## src/rtl/osd_perm_scatter_seq_if.sv

```systemverilog
// Job/result handshake bundle for the sequential scatter engine.
// The engine connects to the slave side; the producer/consumer connects to the master side.
interface osd_perm_scatter_seq_if #(
    parameter int unsigned N     = 8,
    parameter int unsigned WIDTH = $clog2(N),
    parameter int unsigned DW    = 8
);
    logic                 in_valid;
    logic                 in_ready;
    logic [N*WIDTH-1:0]   lambda_flat;
    logic [N*DW-1:0]      data_flat;
    logic                 out_valid;
    logic                 out_ready;
    logic [N*DW-1:0]      out_flat;
    logic                 perm_err;

    modport master (
        output in_valid, lambda_flat, data_flat, out_ready,
        input  in_ready, out_valid, out_flat, perm_err
    );

    modport slave (
        input  in_valid, lambda_flat, data_flat, out_ready,
        output in_ready, out_valid, out_flat, perm_err
    );
endinterface

```

## src/rtl/osd_perm_scatter_seq.sv

```systemverilog
// Sequential scatter: y[lambda[i]] = x[i], one element per cycle, with permutation validation.
// Duplicate or out-of-range destinations are skipped and raise a sticky perm_err.
module osd_perm_scatter_seq #(
    parameter int unsigned N     = 8,
    parameter int unsigned WIDTH = $clog2(N),
    parameter int unsigned DW    = 8
) (
    input  logic                  clk,
    input  logic                  rst,
    osd_perm_scatter_seq_if.slave bus,
    output logic                  busy
);
    localparam int unsigned IdxW = WIDTH + 1;
    localparam logic [WIDTH:0] LastIdx = IdxW'(N - 1);

    typedef enum logic [1:0] {StIdle, StRun, StDone} state_e;

    state_e             state_q;
    logic [WIDTH:0]     idx_q;
    logic [N-1:0]       written_q;
    logic [N*WIDTH-1:0] lam_q;
    logic [N*DW-1:0]    data_q;
    logic [N*DW-1:0]    out_q;
    logic               err_q;

    logic [WIDTH-1:0]   dest;
    logic [DW-1:0]      elem;
    logic [N-1:0]       dest_onehot;
    logic               dest_hit;
    logic               dest_taken;

    // dest_hit stays low for a destination >= N, so the range check falls out of the decode.
    always_comb begin
        dest        = '0;
        elem        = '0;
        dest_onehot = '0;
        for (int k = 0; k < N; k++) begin
            if (idx_q == IdxW'(k)) begin
                dest = lam_q[k*WIDTH +: WIDTH];
                elem = data_q[k*DW +: DW];
            end
        end
        for (int k = 0; k < N; k++) begin
            dest_onehot[k] = (dest == WIDTH'(k));
        end
        dest_hit   = |dest_onehot;
        dest_taken = |(dest_onehot & written_q);
    end

    always_ff @(posedge clk) begin
        if (rst) begin
            state_q   <= StIdle;
            idx_q     <= '0;
            written_q <= '0;
            lam_q     <= '0;
            data_q    <= '0;
            out_q     <= '0;
            err_q     <= 1'b0;
        end else begin
            case (state_q)
                StIdle: begin
                    if (bus.in_valid) begin
                        lam_q     <= bus.lambda_flat;
                        data_q    <= bus.data_flat;
                        out_q     <= '0;
                        written_q <= '0;
                        err_q     <= 1'b0;
                        idx_q     <= '0;
                        state_q   <= StRun;
                    end
                end
                StRun: begin
                    if (!dest_hit || dest_taken) begin
                        err_q <= 1'b1;
                    end else begin
                        for (int k = 0; k < N; k++) begin
                            if (dest_onehot[k]) out_q[k*DW +: DW] <= elem;
                        end
                        written_q <= written_q | dest_onehot;
                    end
                    if (idx_q == LastIdx) begin
                        state_q <= StDone;
                    end else begin
                        idx_q <= idx_q + 1'b1;
                    end
                end
                StDone: begin
                    if (bus.out_ready) state_q <= StIdle;
                end
                default: state_q <= StIdle;
            endcase
        end
    end

    assign bus.in_ready  = (state_q == StIdle);
    assign bus.out_valid = (state_q == StDone);
    assign bus.out_flat  = out_q;
    assign bus.perm_err  = err_q;
    assign busy          = (state_q != StIdle);
endmodule

```

## src/flat_wrapper.sv

```systemverilog
// flat-port wrapper written by rule: the top's interface ports become plain ports
module osd_perm_scatter_seq_flat 
#(
    parameter int unsigned N     = 8,
    parameter int unsigned WIDTH = $clog2(N),
    parameter int unsigned DW    = 8
)
  (clk, rst, busy, bus_in_valid, bus_lambda_flat, bus_data_flat, bus_out_ready, bus_in_ready, bus_out_valid, bus_out_flat, bus_perm_err);
  osd_perm_scatter_seq_if #(.N(N), .WIDTH(WIDTH), .DW(DW)) bus_i ();
  input  logic clk;
  input  logic rst;
  output logic busy;
  input wire logic [$bits(bus_i.in_valid)-1:0] bus_in_valid;
  input wire logic [$bits(bus_i.lambda_flat)-1:0] bus_lambda_flat;
  input wire logic [$bits(bus_i.data_flat)-1:0] bus_data_flat;
  input wire logic [$bits(bus_i.out_ready)-1:0] bus_out_ready;
  output wire logic [$bits(bus_i.in_ready)-1:0] bus_in_ready;
  output wire logic [$bits(bus_i.out_valid)-1:0] bus_out_valid;
  output wire logic [$bits(bus_i.out_flat)-1:0] bus_out_flat;
  output wire logic [$bits(bus_i.perm_err)-1:0] bus_perm_err;
  assign bus_i.in_valid = bus_in_valid;
  assign bus_i.lambda_flat = bus_lambda_flat;
  assign bus_i.data_flat = bus_data_flat;
  assign bus_i.out_ready = bus_out_ready;
  assign bus_in_ready = bus_i.in_ready;
  assign bus_out_valid = bus_i.out_valid;
  assign bus_out_flat = bus_i.out_flat;
  assign bus_perm_err = bus_i.perm_err;
  osd_perm_scatter_seq #(.N(N), .WIDTH(WIDTH), .DW(DW)) u_core (.clk(clk), .rst(rst), .bus(bus_i), .busy(busy));
endmodule
```

## config.mk

```make
export PLATFORM = sky130hd
export DESIGN_NAME = osd_perm_scatter_seq_flat
export DESIGN_NICKNAME = d
export VERILOG_FILES = /design/src/rtl/osd_perm_scatter_seq_if.sv /design/src/rtl/osd_perm_scatter_seq.sv /design/src/flat_wrapper.sv
export SDC_FILE = /design/constraint.sdc
export NUM_CORES = 1
export LEC_CHECK = 0
export ABC_AREA = 1
export CAP_MARGIN = 20
export CORE_UTILIZATION = 50
export CTS_CLUSTER_SIZE = 14
export DETAILED_ROUTE_END_ITERATION = 10
export GPL_TIMING_DRIVEN = 1
export PLACE_DENSITY_LB_ADDON = 0.3
export SLEW_MARGIN = 40
export SYNTH_ARGS = -nofsm -noshare
export SYNTH_HDL_FRONTEND = slang
export SYNTH_SLANG_ARGS = --single-unit
export TNS_END_PERCENT = 5
```

## constraint.sdc

```tcl
create_clock -name clk -period 2.7 [get_ports clk]
set_input_delay 0.27 -clock clk [delete_from_list [all_inputs] [get_ports clk]]
set_output_delay 0.27 -clock clk [all_outputs]
set_load 0.05 [all_outputs]
```

==> run_results.csv <==
group,metric,value,unit
timing,worst_margin_pin_slew,0.7342,ns
timing,max_slew_margin,51.00,%
detailed_routing,drt_pre_antenna_iters,5,
global_route,grt_pass1_wl,31.56,mm
global_route,antenna_found_initial,0,
yosys,postSynthCellCount,1048,
detailed_routing,starting_drc_count_in_detailed_routing,712,
floorplanning,core_region_area,0.01448,sq mm
setup_path,critical_path_required,3.03,ns
placed_design,place_worst_setup_slack,-0.08715,ns
global_route,gr-usage-all-layers,26.77,%
finish,post_route_cells_drive_above_1_share,13.81,%
placed_design,place.port_buffers,159,
yosys,synth_top_area_share,45.26,%
floorplanning,die_width,123.6,um
setup_path,critical_path.max_fanout,8,
timing,report.final.hold_viol_count,0,
global_route,grt_pass1_vias,6577,
setup_path,worst_path_max_delay_cell,"sky130_fd_sc_hd__dfxtp_4",
clock_network,clockRootBuffer,"sky130_fd_sc_hd__clkbuf_16",
yosys,post_synthesis_cell_type_with_the_largest_combined_area,"sky130_fd_sc_hd__dfxtp_1",
setup_path,path_common_cell,"sky130_fd_sc_hd__nand2_2",
timing,setup_viol_count_final,35,
clock_network,clk_path_buf_depth,2,
floorplanning,placement_rows,44,
finish,nFillCells,1120,
job,max_cap_viol_count,0,
placed_design,dpl.hpwl,13.54,mm
detailed_routing,route.antenna.remaining_nets,0,
clock_network,worst_skew_pair.late_latency,0.44,ns
setup_path,crit_type,"flip-flop to flip-flop",
global_route,grt_start_max_net_pins,87,
setup_path,crit_path_start_kind,"flip-flop",
timing,skew,0.01154,ns
yosys,number_of_enable_flip_flop_cells_after_synthesis,0,
timing,max_freq,0.3626,GHz
detailed_routing,drcViolationCount,0,
setup_path,crit_arrival,3.08,ns
clock_network,cts_made_buffers,17,
worst_hold_path,min_delay_path_class,"flip-flop to flip-flop",
finish,finish.net_count,1325,
yosys,syn-num-nets,1144,
outcome,violations_in_the_final_reports,"setup timing",
timing,rsz0062_at_grt,"yes",
detailed_routing,wl_per_cell,15.16,um
yosys,synth_common_cells,"sky130_fd_sc_hd__nor2_1, sky130_fd_sc_hd__dfxtp_1, sky130_fd_sc_hd__nand2_1, sky130_fd_sc_hd__a21oi_1, sky130_fd_sc_hd__o21ai_0",
setup_path,cpPeakStageDelay,0.39,ns
placed_design,placement.cell_area,0.009300,sq mm
floorplanning,initial_utilization,51.02,%
yosys,synth_async_sr_flop_share,0,%
detailed_routing,wl,21.56,mm
setup_path,cp_cell_sequence,"inv_6 > ha_4 > nor2_4 > nand3_1 > nand3_1 > nand2_1 > nand2_1 > nand2_2 > nand2_2 > nand2_2 > nand2_4 > nand2_2 > nor2_2 > nand2_1 > nand2_2 > nor2_4 > nand2_4 > nand2_8 > clkbuf_16 > a21oi_4 > nor2_1",
finish,syn_to_final_growth,41.56,%
placed_design,place.gp.congestion,0.8389,
clock_network,tritoncts,"built",
setup_path,critical_path.endpoint_type,"flip-flop",
setup_path,reg2reg_slack,-0.06,ns
floorplanning,chipHeight,123.6,um
yosys,synth-seq-cells,167,
power_and_ir_drop,peakVddDrop,0.5019,mV
yosys,synth-warning-count,0,
timing,timing_max_transition_violations_final,0,
yosys,most_frequent_cell_after_synthesis,"sky130_fd_sc_hd__nor2_1",
timing,setup_slack,-0.05772,ns
yosys,synth.yosys.seq_area_share,45.26,%
floorplanning,io-pin-count,160,
global_route,grt_overflow_total,0,
timing,timing.hold.ws,0.4567,ns
clock_network,h-tree-depth,4,
clock_network,register_clock_pin_slew_on_the_reported_worst_setup_and_hold_paths,0.06,ns
yosys,mappedNetlistArea,0.007387,sq mm
timing,finalWorstPathRequiredPeriod,2.758,ns
outcome,run_status,"complete, but fails checks",
yosys,syn-mean-instance-area,7.049,sq um
yosys,post_synth_main_area_contributors,"sky130_fd_sc_hd__dfxtp_1, sky130_fd_sc_hd__nor2_1, sky130_fd_sc_hd__a21oi_1",
power_and_ir_drop,power_density,656.3,mW/mm^2
power_and_ir_drop,cellLeakagePower,4.382,nW
finish,final_core_utilization,72.23,%
yosys,netlist-cell-type-count,29,
clock_network,number_of_sinks_driven_by_the_clock_tree,167,
finish,post-route-cell-area,0.01046,sq mm
finish,insertedDiodeCount,0,
floorplanning,die_area,0.01526,sq mm
timing,period_share,102.1,%
detailed_routing,vias,7632,
yosys,synthFlopType,"sky130_fd_sc_hd__dfxtp_1",
detailed_routing,route.detailed.vias_per_inst,5.367,
==> worst max-delay path, delay by kind of cell (launching register included) <==
kind	cells	cell delay, ns
DFF	1	0.39
and+or+nand+nor	17	1.64
adders and majority gates	1	0.20
buffers and inverters	2	0.29
AOI/OAI and AO/OA	1	0.13
==> flip-flops by register name (all words and copies together) (netlist names) <==
| name | flops |
|---|---|
| u_core.idx_q | 4 |
| u_core.bus.out_flat | 64 |
| u_core.bus.perm_err | 1 |
| u_core.data_q | 64 |
| u_core.state_q | 2 |
| u_core.written_q | 8 |
| u_core.lam_q | 24 |
==> where the power goes <==
part	total [mW]	leakage, nW	switching, mW	internal (mW)
clock	2.20	0.249	0.937	1.27
sequential	2.81	1.38	0.125	2.69
combinational	1.85	2.75	1.13	0.723
total	6.86	4.38	2.19	4.68
==> metrics by stage <==
step                total power, mW   TNS (ns)  instances
finish                        6.863    -0.6181       1422
global route                  7.146     -7.898       1422
CTS                           6.676   -0.02817       1398
detailed placement            4.517     -2.904       1369
global placement              4.485  -0.007980       1369
floorplan                     3.928          0       1048
==> final timing paths <==
| path | from | end | cells after the start |
|---|---|---|---|
| worst max-delay path | u_core.idx_q[1] | u_core.bus.out_flat[26] | 21 |
| worst min-delay path | u_core.lam_q[7] | u_core.lam_q[7] | 2 |
| worst max register to register | u_core.idx_q[1] | u_core.bus.out_flat[26] | 21 |
| worst min register to register | u_core.lam_q[7] | u_core.lam_q[7] | 2 |
==> layout by cell type, fill, tap and decap left out, types with 6 or more instances in the layout <==
| cell | Yosys | final |
|---|---|---|
| sky130_fd_sc_hd__nand2_1 | 145 | 133 |
| sky130_fd_sc_hd__nor2_4 | 2 | 10 |
| sky130_fd_sc_hd__nor2_1 | 201 | 193 |
| sky130_fd_sc_hd__dfxtp_1 | 167 | 165 |
| sky130_fd_sc_hd__inv_2 | 7 | 7 |
| sky130_fd_sc_hd__buf_4 | 8 | 47 |
| sky130_fd_sc_hd__a21oi_1 | 126 | 109 |
| sky130_fd_sc_hd__buf_12 | 0 | 8 |
| sky130_fd_sc_hd__o21bai_1 | 8 | 8 |
| sky130_fd_sc_hd__nand3_1 | 95 | 91 |
| sky130_fd_sc_hd__clkbuf_16 | 0 | 24 |
| sky130_fd_sc_hd__a21oi_2 | 1 | 14 |
| sky130_fd_sc_hd__nand2_4 | 1 | 8 |
| sky130_fd_sc_hd__clkdlybuf4s50_1 | 0 | 159 |
| sky130_fd_sc_hd__a22oi_1 | 8 | 8 |
| sky130_fd_sc_hd__inv_1 | 72 | 69 |
| sky130_fd_sc_hd__o21ai_1 | 6 | 6 |
| sky130_fd_sc_hd__nand2_2 | 6 | 11 |
| sky130_fd_sc_hd__o21ai_0 | 116 | 116 |
==> area by class of cell <==
type / instances / area (sq um) / share of cell area [%]
sequential: 167 / 3351 / 32.04
clock buffer: 23 / 457.9 / 4.379
tap: 184 / 230.2 / 2.201
clock inverter: 5 / 52.55 / 0.5025
multi-input combinational: 737 / 3722 / 35.59
inverter: 81 / 315.3 / 3.015
timing repair buffer: 225 / 2328 / 22.27
==> routing by layer <==
| metal | vias up | global-route usage (%) | wire length, um |
|---|---|---|---|
| met1 | 3504 | 34.47 | 9141 |
| met4 | 0 | 7.681 | 501 |
| met5 | - | 0 | 0 |
| li1 | 3787 | - | - |
| met2 | 289 | 45.01 | 10620 |
| met3 | 52 | 5.627 | 1294 |
==> timing repair <==
action | in CTS | in global routing
resized for setup | 3 | 82
cloned | 0 | 11
endpoints found under the setup margin | 64 | 73
hold buffers | 0 | 0
pin swaps | 0 | 26
setup buffers | 1 | 13
==> cells by family after synthesis <==
family / synth area share, %
AND/OR/NAND/NOR: 25.61
AO/OA/AOI/OAI: 19.66
adder cells (fa/ha/maj): 0.6775
flip-flops: 45.26
buffers and inverters: 8.791
Note: power is estimated with default switching activity, not from simulation.
